$ cat src/rtl/gen_agebuff.sv
// gen_agebuff: slot buffer with lowest-free allocation, mask pop and age-matrix oldest tracking
module gen_agebuff #(
  parameter int DW = 64,
  parameter int DP = 8,
  parameter int CW = $clog2(DP+1)
) (
  input  logic                  CLK,
  input  logic                  RST,
  input  logic                  push,
  input  logic [DW-1:0]         info_i,
  output logic                  push_rdy,
  output logic [$clog2(DP)-1:0] alloc_idx,
  input  logic [DP-1:0]         pop_mask,
  input  logic                  flush,
  output logic [DW*DP-1:0]      info_o,
  output logic [DP-1:0]         valid,
  output logic [CW-1:0]         count,
  output logic                  empty,
  output logic                  full,
  output logic [$clog2(DP)-1:0] oldest_idx,
  output logic                  oldest_vld,
  output logic                  ovf_err
);
  localparam int AW = $clog2(DP);
  logic [DW-1:0] mem [DP];
  logic [DP-1:0] age [DP];
  logic [DP-1:0] blk;
  logic          acc;
  assign full     = count == CW'(DP);
  assign empty    = count == '0;
  assign push_rdy = ~full;
  assign acc      = push & ~full & ~flush;
  for (genvar g = 0; g < DP; g++) assign info_o[DW*g +: DW] = mem[g];
  // occupancy and lowest free slot, both from registered valid only
  always_comb begin
    count     = '0;
    alloc_idx = '0;
    for (int n = DP-1; n >= 0; n--) begin
      count     = count + CW'(valid[n]);
      alloc_idx = valid[n] ? alloc_idx : AW'(n);
    end
  end
  // a slot is blocked when any valid slot is older than it; the unblocked valid slot is the oldest
  always_comb begin
    blk        = '0;
    oldest_idx = '0;
    oldest_vld = |valid;
    for (int i = 0; i < DP; i++)
      for (int j = 0; j < DP; j++)
        blk[i] = blk[i] | (valid[j] & age[j][i]);
    for (int i = DP-1; i >= 0; i--)
      oldest_idx = (valid[i] & ~blk[i]) ? AW'(i) : oldest_idx;
  end
  // slot payload is written on accepted push and never reset
  always_ff @(posedge CLK)
    if (acc) mem[alloc_idx] <= info_i;
  // valid bits, age matrix and sticky overflow; flush wins over push and pop
  always_ff @(posedge CLK) begin
    if (RST || flush) begin
      valid <= '0;
      for (int i = 0; i < DP; i++) age[i] <= '0;
      if (RST) ovf_err <= 1'b0;
    end else begin
      if (push && full) ovf_err <= 1'b1;
      valid <= (valid & ~pop_mask) | (acc ? DP'(1) << alloc_idx : '0);
      if (acc)
        for (int j = 0; j < DP; j++) begin
          if (valid[j]) age[j][alloc_idx] <= 1'b1;
          age[alloc_idx][j] <= 1'b0;
        end
    end
  end
endmodule

$ cat config.mk
export PLATFORM = sky130hd
export DESIGN_NAME = gen_agebuff
export DESIGN_NICKNAME = d
export VERILOG_FILES = /design/src/rtl/gen_agebuff.sv
export SDC_FILE = /design/constraint.sdc
export NUM_CORES = 1
export LEC_CHECK = 0
export CAP_MARGIN = 20
export CORE_AREA = 4 4 237 239
export DETAILED_ROUTE_END_ITERATION = 12
export DIE_AREA = 0 0 241 243
export DONT_BUFFER_PORTS = 1
export SYNTH_ARGS = -nofsm -noshare
export SYNTH_HDL_FRONTEND = slang
export SYNTH_SLANG_ARGS = --single-unit
export TNS_END_PERCENT = 100
$ cat constraint.sdc
create_clock -name CLK -period 16 [get_ports CLK]
set_input_delay 1.6 -clock CLK [delete_from_list [all_inputs] [get_ports CLK]]
set_output_delay 1.6 -clock CLK [all_outputs]
set_load 0.02 [all_outputs]
* Word level (Yosys, flattened, before mapping)
Memory sizes are Yosys's and may differ from the RTL's. Index checks and enable logic that the tools add are counted.
Word-level totals: word-level logic and storage cells 354, bits in registers 9, bits of input ports 76, output and inout bits 535, RAM bits 576, memories kept 2
Memories:
- mem | depth 8, width 64, read ports 8, clocked after Yosys merged registers in 0, wr ports 1, line 25 | logic [DW-1:0] mem [DP];
- age | depth 8, width 8, read ports 8, clocked after Yosys merged registers in 0, wr ports 9, line 26 | logic [DP-1:0] age [DP];
Operators by class: add/sub/neg operators 7, mux-type cells 124, shift-type cells 1, reductions and logical operators 7, bitwise operators 207, eq/ne operators 2, order comparisons 2
Operators with widths (number):
- OR 1 bit | 120
- 2-to-1 mux 1 bit | 98
- bitwise AND 1 bit | 74
- 2-to-1 mux 8 bit | 9
- 2-to-1 mux 3 bit | 16
- adder 4 x 1 -> 4 bit | 4
- inverter 1 bit | 10
- bitwise AND 8 bit | 1
- inverter 8 bit | 1
- OR 8 bit | 1
- OR reduction 8 bit | 1
- << shifter 1 x 3 -> 8 bit (first input constant) | 1
- adder 3 x 1 -> 4 bit | 1
- equality test 4 bit (second input constant) | 1
- zero test 4 bit | 1
- less-than comparator 3 x 4 -> 1 bit (second input constant) | 1
- adder 2 x 1 -> 3 bit | 1
- demux 1 bit (select 3 bit) | 1
- >= comparator 3 x 1 -> 1 bit (second input constant) | 1
- adder 1 x 1 -> 2 bit | 1
- logical AND 1 bit | 2
- inequality test 2 bit (second input constant) | 1
- AND reduction 2 bit | 1
- nonzero test 2 bit | 1
- logical OR 1 bit | 1

* Logic depth before layout (Yosys ltp)
Gate-level depths: netlist of the first run.
word-level depth 18, depth in mapped cells 16, mapped depth without buffers 13

* Worst setup path before layout of the first run
No wires, ideal clock.
path kind register -> register, start point register valid[0], end point memory mem[5][0] (enable), library setup time 670 ps, cell stages (with the launch flop) 13, setup slack 5378 ps, data arrival time 9952 ps, data required time 15330 ps, path buffers 0, clock period less this slack 10622 ps, cell sequence dfxtp_1 -> fa_1 -> inv_1 -> fa_1 -> fa_1 -> inv_1 -> ha_1 -> inv_1 -> fa_1 -> nand2b_1 -> nor4_1 -> nand3b_1 -> nor4b_1
Between the ends: longest elaborated chain between the ends 7, elaborated cells between the ends (all ways) 8, those cells by class add/sub: 1; eq/ne: 1; mux: 3; bitwise: 3
Ends and longest elaborated chain:
- start, declared | line 16 | output logic [DP-1:0] valid,
- start signal, assigned | line 65 | valid <= (valid & ~pop_mask) | (acc ? DP'(1) << alloc_idx : '0);
- adder 4 x 1 -> 4 bit | line 39 | count = count + CW'(valid[n]);
- equality test 4 bit | line 29 | assign full = count == CW'(DP);
- net full | line 19 | output logic full,
- inverter 1 bit | line 32 | assign acc = push & ~full & ~flush;
- bitwise AND 1 bit (2 in a row) | line 32
- 2-to-1 mux 1 bit | line 56 | if (acc) mem[alloc_idx] <= info_i;
- 2-to-1 mux 1 bit (implied by the code) | line 56
- end, declared | line 25
The timed path passes the listed nets, and every way through them passes these cells.

* Worst setup path in the final report of the first run
start point register valid[3], end point output port empty
Between the ends: longest elaborated chain between the ends 5
Ends and longest elaborated chain:
- adder 4 x 1 -> 4 bit (4 in a row) | line 39
- net count[2] | line 17 | output logic [CW-1:0] count,
- zero test 4 bit | line 30 | assign empty = count == '0;
- end, declared | line 18 | output logic empty,
The timed path passes the listed nets, and every way through them passes these cells.

==> reports/metrics.yaml, run 1 <==
antenna_cells: 0
drive_gt1_share_pct: 13.60
drc: 0
grt-ovfl-total: 0
grt_pass1_vias: 8440
cts_resized: 0
ioPinCount: 611
crit_buf_inv: 3
power_leakage_nw: 6.821
ant_nets: 0
syn_area_um2: 18730
mappedNetlistNets: 969
pre_cts_ws_ns: 9.865
fmax_ghz: 0.1516
cts_sinks: 585
hold_viol: 0
slew_viol_final: 0
dp_hpwl_mm: 32.89
synthTopCellsByArea: "edfxtp_1, dfxtp_1, a22oi_1"
die_w_um: 241
worst_path_dominant_cell_family: "adder cells"
arrival_ns: 5.00
criticalPathCategory: "reg2out"
hold_path.class: "reg2reg"
root_buffer: "clkbuf_16"
ys_top_cells_by_count: "edfxtp_1, dfxtp_1, nor2_1"
finalCritPeriodShare_pct: 41.23
p_clk_share_pct: 43.3
firstDrtPassIters: 5
crit_path_frequent_cell: "fa_1"
comb_power_share_pct: 0.6
crit_required_ns: 14.40
finalNetCount: 1017
p_seq_share_pct: 56.1
clock_path_buffers: 3
maxCapViolations: 0
path_clk_slew_ns: 0.06
tightest_slew_ns: 1.065
drtIter0Drc: 740
crit_path_start_kind: "flip-flop"
async_flop_share_pct: 0
fin_crit_ns: 6.597
totalWireLength_mm: 49.38
core-area_um2: 53810
synth.top_cell.area_share_pct: 82.27
path_max_fanout: 20
routed_via_density: 5.201
fin_worst_skew_ns: 0.02010
synth_ff_type: "edfxtp_1"
yosysSeqAreaShare_pct: 89.96
vias: 8707
syn-mean-instance-area_um2: 21.16
rsz0062_at_grt: "no"
peakVddDrop_uv: 76.29
synth_seq_cells: 585
io_buffer_count: 0
power.internal_mw: 2.429
yosysUniqueCellTypes: 59
p_per_area_nw_per_um2: 140.3
die_area_um2: 58560
syn_inst: 885
critPathSlowestCell: "dfxtp_1"
postCtsSetupBuffers: 0
yosysMostFrequentCell: "edfxtp_1"
gp_congestion: 0.8496
holdBufCountCts: 0
insertion_delay_ns: 0.59
area_growth_pct: 14.58
outcome: "completed"
synth_top_area_cell: "edfxtp_1"
cp-end-kind: "primary output"
switching_share_pct: 19.31
wl_per_cell_um: 29.50
rows: 85
max_slew_margin_pct: 28.89
crit_chain: "fa_1 > inv_1 > fa_1 > fa_1 > inv_1 > ha_1 > inv_1 > fa_1 > xnor2_1 > nor3_1"
layout_setup_ws_ns: 9.403
max_stage_delay_ns: 1.02
ys.warnings.count: 0
antenna_found_initial: 1
grt_max_degree: 43
n_fill_cell: 4700
synth-edff-count: 513
finalSetupTns_ns: 0
cts_tree: "built"
initial_core_util_pct: 34.80
track_usage_pct: 15.88
cts_buffers: 57
htree_levels: 2
grt_first_pass_wirelength_mm: 67.36
power.switching_mw: 0.5812
die_h_um: 243
setup_viol: 0
-- per-stage QoR --
stage	util [%]	instances	total power, mW	cell area (um2)	hold WS (ns)
floorplan	-	885	1.729	18730	0.4095
global placement	36.45	1570	1.739	19620	0.4163
detailed placement	36.45	1570	1.739	19620	0.4265
CTS	39.87	1674	3.040	21460	0.4346
global route	39.87	1674	3.106	21460	0.4627
finish	39.87	1674	3.010	21460	0.4362
-- final timing paths --
kind	from	endpoint	slack, ns	cells past startpoint
worst min-delay path	age[5][5]$_SDFFE_PP0P_	age[5][5]$_SDFFE_PP0P_	0.44	2
worst max-delay path	valid[3]$_SDFF_PN0_	empty	9.40	10
worst max register to register	valid[3]$_SDFF_PN0_	mem[7][18]$_DFFE_PP_	9.80	15
worst min register to register	age[5][5]$_SDFFE_PP0P_	age[5][5]$_SDFFE_PP0P_	0.44	2
-- sequential cells by signal, indices dropped and copies added, names as in the netlist --
name,count
mem,512
age,64
valid,8
ovf_err,1
-- cell type report --
type                    instances  area (um2)  share of cell area, %
multi-input cells             246        1657                  7.721
well taps                     696       870.8                  4.059
clock buffers                  70        1475                  6.875
repair buffers                 21       157.7                 0.7348
inverters                      22       86.33                 0.4024
flip-flops and latches        585       16850                  78.52
clock inverters                34       362.8                  1.691
-- power by group through the flow --
stage          Sequential, mW  Combinational [mW]  Clock, mW
3_3_place_gp             1.72              0.0179          0
2_1_floorplan            1.72              0.0116          0
4_1_cts                  1.69              0.0184       1.33
3_5_place_dp             1.72              0.0183          0
6_report                 1.69              0.0180       1.30
5_1_grt                  1.69              0.0194       1.40
-- per-layer routing --
metal	global-route usage, %	share of wire, %	vias up
met5	0	0	-
met4	5.367	3.4	0
met3	5.233	9.5	94
met2	27.80	52	570
met1	18.29	35	4488
li1	-	-	3555
-- logic make-up (layout without fill, tap and decap cells) --
family,after synthesis,after routing,synth area share (%)
xor gates and xnor gates,1,1,0.04678
adders and majority gates,8,8,0.6949
and+or+nand+nor,127,127,3.662
buffers and inverters,54,147,1.376
AOI/OAI and AO/OA,110,110,4.256
DFF,585,585,89.96
-- placed cells by master (no fill, tap or decap), types with 3 or more instances in the layout --
cell type / n
nand4_1: 5
a22oi_1: 43
clkbuf_1: 13
fa_1: 4
dfxtp_1: 72
nor3_1: 4
nor2_1: 50
clkinv_2: 9
a21oi_1: 29
buf_4: 21
inv_1: 18
and3_1: 6
clkinvlp_4: 4
a211oi_1: 7
clkbuf_16: 57
nor3_2: 5
nor2_2: 3
clkinv_4: 4
clkinv_1: 10
nand2b_1: 5
a31o_2: 4
ha_1: 4
nand2_1: 21
nand3_1: 6
or3_1: 3
edfxtp_1: 513
bufinv_16: 6
a32o_1: 3
-- worst reg2reg max path: stages (launching register included) --
cell,delay [ns]
dfxtp_1,1.02
fa_1,0.56
inv_1,0.08
fa_1,0.43
fa_1,0.50
inv_1,0.04
ha_1,0.18
inv_1,0.08
fa_1,0.43
nand2b_1,0.19
nor4_2,0.05
buf_4,0.18
nand3b_1,0.43
or3_1,0.53
clkinv_2,0.47
buf_4,0.60
No activity file was read; power rests on OpenSTA's default activity.
==> run 2: changes to the inputs <==
Clock period 16 ns to 5.4 ns, I/O delays scaled along.
==> reports/metrics.yaml, run 2 (synthesis gave the netlist of run 1 again) <==
drtIter0Drc: 819  # +11%
layout_common_cells: "edfxtp_1, dfxtp_1, dlygate4sd3_1, clkbuf_16, nor2_1"
cts_buffers: 55  # -3.5%
root_buffer: "clkbuf_16"
maxCapViolations: 0  # unchanged
largest-register: "mem"
path_max_fanout: 37  # +85%
fin_crit_ns: 4.747
io_buffer_count: 0  # unchanged
met1_usage_pct: 18.66  # +0.37 points
die_w_um: 241  # unchanged
placedCellCount: 1579  # +0.57%
initial_core_util_pct: 34.80  # unchanged
p_seq_share_pct: 55.7  # -0.4 points
core-area_um2: 53810  # unchanged
top_regs: "mem x512, age x64, valid x8"
max_slew_margin_pct: 28.45  # -0.45 points
grt_max_degree: 68  # +58%
rsz0062_at_grt: "no"
vias: 8996  # +3.3%
grt_util_met2_pct: 29.57  # +1.8 points
slew_viol_final: 0  # unchanged
hold_path.class: "in2reg"
power.internal_mw: 7.213  # +200%
track_usage_pct: 16.45  # +0.57 points
tightest_slew_ns: 1.066  # +0.0009704 ns
firstDrtPassIters: 5  # unchanged
switching_share_pct: 19.63  # +0.32 points
power.switching_mw: 1.762  # +200%
path_clk_slew_ns: 0.06  # about the same
fmax_ghz: 0.2106
p_per_area_nw_per_um2: 403.6  # +190%
postCtsSetupBuffers: 0  # unchanged
arrival_ns: 4.96  # -0.04 ns
totalWireLength_mm: 51.09  # +3.5%
ioPinCount: 611  # unchanged
peakVddDrop_uv: 203.3  # +170%
crit_path_start_kind: "flip-flop"
insertion_delay_ns: 0.59  # about the same
cts_sinks: 585  # unchanged
routed_via_density: 5.161  # -0.77%
grt-ovfl-total: 0  # unchanged
area_growth_pct: 18.74
cts_resized: 0  # unchanged
dp_hpwl_mm: 33.20  # +0.94%
comb_power_share_pct: 1.5  # +0.9 points
cp-end-kind: "flip-flop"
criticalPathCategory: "reg2reg"
drc: 0  # unchanged
htree_levels: 2  # unchanged
holdBufCountCts: 60  # +60
fin_worst_skew_ns: 0.02406  # +0.003957 ns
cts_tree: "built"
hold_viol: 0  # unchanged
clock_path_buffers: 3  # unchanged
outcome: "completed"
setup_viol: 0  # unchanged
finalNetCount: 1086  # +6.8%
largest_reg_flops: 512  # unchanged
use_met3_pct: 5.233  # unchanged
p_total_mw: 8.975  # +200%
grt_first_pass_wirelength_mm: 69.52  # +3.2%
grt_pass1_vias: 8641  # +2.4%
crit_required_ns: 5.61  # -8.79 ns
die_area_um2: 58560  # unchanged
drive_gt1_share_pct: 14.46  # +0.86 points
wl_per_cell_um: 29.31  # -0.64%
rows: 85  # unchanged
ant_nets: 0  # unchanged
gp_congestion: 0.8458  # -0.45%
top_usage_layer: "met2"
die_h_um: 243  # unchanged
p_clk_share_pct: 42.8  # -0.5 points
final_cells: 1743  # +4.1%
finalCritPeriodShare_pct: 87.92
power_leakage_nw: 7.157  # +4.9%
layout_commonest_cell: "edfxtp_1"
antenna_found_initial: 5  # +4
run 2: cell types whose count changed in the layout (fill, tap and decap cells not counted), moves of 2 or more:
cell,change
dlygate4sd3_1,+62
clkbuf_1,-8
clkinv_2,+7
buf_4,+5
buf_12,+4
dfxtp_1,-3
diode_2,+3
nor3_2,-3
nor3_4,+3
clkbuf_16,-2
dfxtp_2,+2
run 2: layout make-up:
class / count / area, um2
clock inverters: 38 / 417.9
inverters: 22 / 86.33
clock buffers: 61 / 1409
flip-flops and latches: 585 / 16850
repair buffers: 92 / 895.9
diodes: 3 / 7.507
multi-input cells: 246 / 1695
well taps: 696 / 870.8
fillers: 4660 / 31580
run 2: power by group through the flow:
stage,sequential (mW),combinational [mW],clock [mW]
floorplan,5.09,0.0363,0
global placement,5.10,0.0544,0
detailed placement,5.10,0.0552,0
CTS,5.00,0.133,3.92
global route,5.00,0.143,4.14
finish,5.00,0.134,3.84
run 2: path summary, 6_finish.rpt:
kind                            slack (ns)  cells past startpoint                  from                   end
worst min register to register        0.43                      2  age[0][0]$_SDFF_PP0_  age[0][0]$_SDFF_PP0_
worst min-delay path                  0.05                      1           pop_mask[2]   valid[2]$_SDFF_PN0_
worst max-delay path                  0.65                     15   valid[0]$_SDFF_PN0_  mem[6][31]$_DFFE_PP_
worst max register to register        0.65                     15   valid[0]$_SDFF_PN0_  mem[6][31]$_DFFE_PP_
run 2: per-stage QoR:
step	worst slack (ns)	hold WS [ns]	util, %	setup TNS (ns)	cell area [um2]
global route	0.4290	0.003547	41.31	0	22230
finish	0.6526	0.04542	41.32	0	22240
global placement	0.7471	0.4160	36.76	0	19780
floorplan	-0.5388	0.4095	-	-39.57	18800
CTS	0.6452	0.0001618	41.27	0	22210
detailed placement	0.6669	0.4197	36.76	0	19780
run 2: layer usage:
metal	wire, um	vias up	share of wire (%)
li1	-	3694	-
met1	17450	4592	34
met2	27150	633	53
met3	5123	77	10
met4	1371	0	2.7
met5	0	-	0
run 2: worst max-delay path, stage by stage (launching register included):
cell and delay (ns):
dfxtp_4 0.43, fa_1 0.56, inv_1 0.05, fa_1 0.50
fa_1 0.41, inv_1 0.07, ha_2 0.19, inv_2 0.04
fa_1 0.44, nand2b_1 0.23, nor4_4 0.06, buf_4 0.18
nor3b_1 0.38, nand3b_1 0.20, clkinv_2 0.09, buf_4 0.46
==> run 3: changes to the inputs <==
Settings changed: CORE_AREA 4 4 237 239 to unset, CORE_ASPECT_RATIO set to 1.75, CORE_MARGIN set to 4, CORE_UTILIZATION set to 30, DIE_AREA 0 0 241 243 to unset.
==> reports/metrics.yaml, run 3 (synthesis gave the netlist of run 1 again) <==
outcome: "completed"
grt-ovfl-total: 0  # unchanged
crit_path_frequent_cell: "fa_1"
peakVddDrop_uv: 235.7  # +16%
p_seq_share_pct: 57.9  # +2.2 points
gp_congestion: 0.7815  # -7.6%
ant_nets: 0  # unchanged
wl_per_cell_um: 28.62  # -2.4%
switching_share_pct: 19.49  # -0.14 points
crit_path_end: "empty"
dp_hpwl_mm: 34.21  # +3.1%
area_growth_pct: 15.27
p_total_mw: 8.621  # -3.9%
die_h_um: 338.5  # +39%
placed_cell_area_um2: 19930  # +0.78%
top_regs: "mem x512, age x64, valid x8"
holdBufCountCts: 0  # -100%
setup_viol: 0  # unchanged
cp-end-kind: "primary output"
rr_worst_depth: 14  # -1
crit_required_ns: 4.86  # -0.75 ns
finalSetupTns_ns: 0  # unchanged
cts_tree: "built"
crit_path_start_kind: "flip-flop"
crit_start: "valid[0]$_SDFF_PN0_"
worst_path_dominant_cell_family: "adder cells"
vias: 8677  # -3.5%
layout_common_cells: "edfxtp_1, dfxtp_1, nor2_1, clkbuf_16, a22oi_1"
io_buffer_count: 0  # unchanged
path_clk_slew_ns: 0.07  # about the same
drc: 0  # unchanged
largest-register: "mem"
critPathSlowestCell: "nor3_1"
fmax_ghz: 0.2103  # -0.18%
cts_buffers: 49  # -11%
rr_startpoint: "valid[0]$_SDFF_PN0_"
hp-start: "pop_mask[2]"
criticalPathCategory: "reg2out"
firstDrtPassIters: 5  # unchanged
die_w_um: 196.9  # -18%
ioPinCount: 611  # unchanged
track_usage_pct: 14.26  # -2.2 points
r2r_slack_ns: 0.79  # +0.14 ns
path_max_fanout: 15  # -59%
hold_path.class: "in2reg"
core-area_um2: 61560  # +14%
totalWireLength_mm: 50.54  # -1.1%
finalCritPeriodShare_pct: 88.08  # +0.16 points
whs_ns: 0.06213  # +0.01671 ns
max_stage_delay_ns: 0.61  # +0.05 ns
power.internal_mw: 6.940  # -3.8%
n_fill_cell: 5622  # +21%
final_area_um2: 21580  # -2.9%
crit_chain: "fa_1 > inv_1 > fa_1 > fa_1 > inv_1 > ha_2 > inv_2 > fa_1 > xnor2_1 > nor3_1"
grt_max_degree: 54  # -21%
power_leakage_nw: 6.800  # -5.0%
largest_reg_flops: 512  # unchanged
cp.depth: 10  # -5
cts_resized: 0  # unchanged
insertion_delay_ns: 0.57  # -0.02 ns
crit_buf_inv: 3  # -3
cts_sinks: 585  # unchanged
grt_pass1_vias: 8599  # -0.49%
drtIter0Drc: 640  # -22%
antenna_found_initial: 2  # -3
layout_commonest_cell: "edfxtp_1"
comb_power_share_pct: 0.7  # -0.8 points
initial_core_util_pct: 30.42  # -4.4 points
grt_first_pass_wirelength_mm: 69.80  # +0.40%
final_cells: 1766  # +1.3%
r2r_end: "mem[7][23]$_DFFE_PP_"
finalNetCount: 1016  # -6.4%
slew_viol_final: 0  # unchanged
fin_crit_ns: 4.756  # +0.008783 ns
htree_levels: 2  # unchanged
rsz0062_at_grt: "no"
tightest_slew_ns: 1.008  # -0.05825 ns
rows: 120  # +41%
clock_path_buffers: 3  # unchanged
postCtsSetupBuffers: 0  # unchanged
root_buffer: "clkbuf_16"
p_clk_share_pct: 41.4  # -1.4 points
fin_worst_skew_ns: 0.02150  # -0.002564 ns
power.switching_mw: 1.681  # -4.6%
max_slew_margin_pct: 32.77  # +4.3 points
arrival_ns: 4.22  # -0.74 ns
hold_viol: 0  # unchanged
p_per_area_nw_per_um2: 399.4  # -1.0%
routed_via_density: 4.913  # -4.8%
drive_gt1_share_pct: 15.02  # +0.56 points
die_area_um2: 66640  # +14%
maxCapViolations: 0  # unchanged
placedCellCount: 1674  # +6.0%
run 3: cell count changes in the layout (fill, tap and decap cells not counted), sizes merged, moves of 5 or more:
cell and change:
clkbuf -10, clkinvlp +5, clkinv -10, inv +8, dlygate4sd3 -62
run 3: power groups by stage:
stage	sequential [mW]	combinational, mW	clock [mW]
after floorplan	5.09	0.0363	0
after global placement	5.09	0.0568	0
after detailed placement	5.10	0.0581	0
after CTS	5.00	0.0586	3.68
after global routing	4.99	0.0610	3.88
final	4.99	0.0580	3.57
run 3: per-stage QoR:
step                      setup slack [ns]  utilization, %
after detailed placement            0.8073           32.38
final                               0.6438           35.06
after floorplan                    -0.5388               -
after global routing                0.5195           35.06
after global placement              0.8897           32.37
after CTS                           0.5918           35.06
run 3: how the worst min path moves through the flow:
| stage | depth (start not counted) | end | slack, ns |
|---|---|---|---|
| after CTS | 0 | mem[1][22]$_DFFE_PP_ | 0.01 |
| after floorplan | 2 | age[5][5]$_SDFFE_PP0P_ | 0.41 |
| after global placement | 2 | age[5][5]$_SDFFE_PP0P_ | 0.42 |
| after detailed placement | 2 | age[0][0]$_SDFF_PP0_ | 0.42 |
| final | 1 | valid[2]$_SDFF_PN0_ | 0.06 |
| after global routing | 0 | mem[5][37]$_DFFE_PP_ | 0.02 |
run 3: per-layer routing:
layer / up-vias / track usage [%] / routed length [um]
li1: 3540 / - / -
met1: 4497 / 15.48 / 17270
met2: 567 / 25.69 / 26750
met3: 73 / 4.823 / 5040
met4: 0 / 5.016 / 1479
met5: - / 0 / 0
run 3: final cells by class:
class | instances | area [um2] | area share [%]
flip-flops and latches | 585 | 16850 | 78.08
multi-input cells | 246 | 1695 | 7.855
clock buffers | 51 | 1234 | 5.716
well taps | 793 | 992.2 | 4.597
clock inverters | 40 | 414.1 | 1.919
repair buffers | 28 | 307.8 | 1.426
inverters | 22 | 86.33 | 0.4000
diodes | 1 | 2.502 | 0.01159
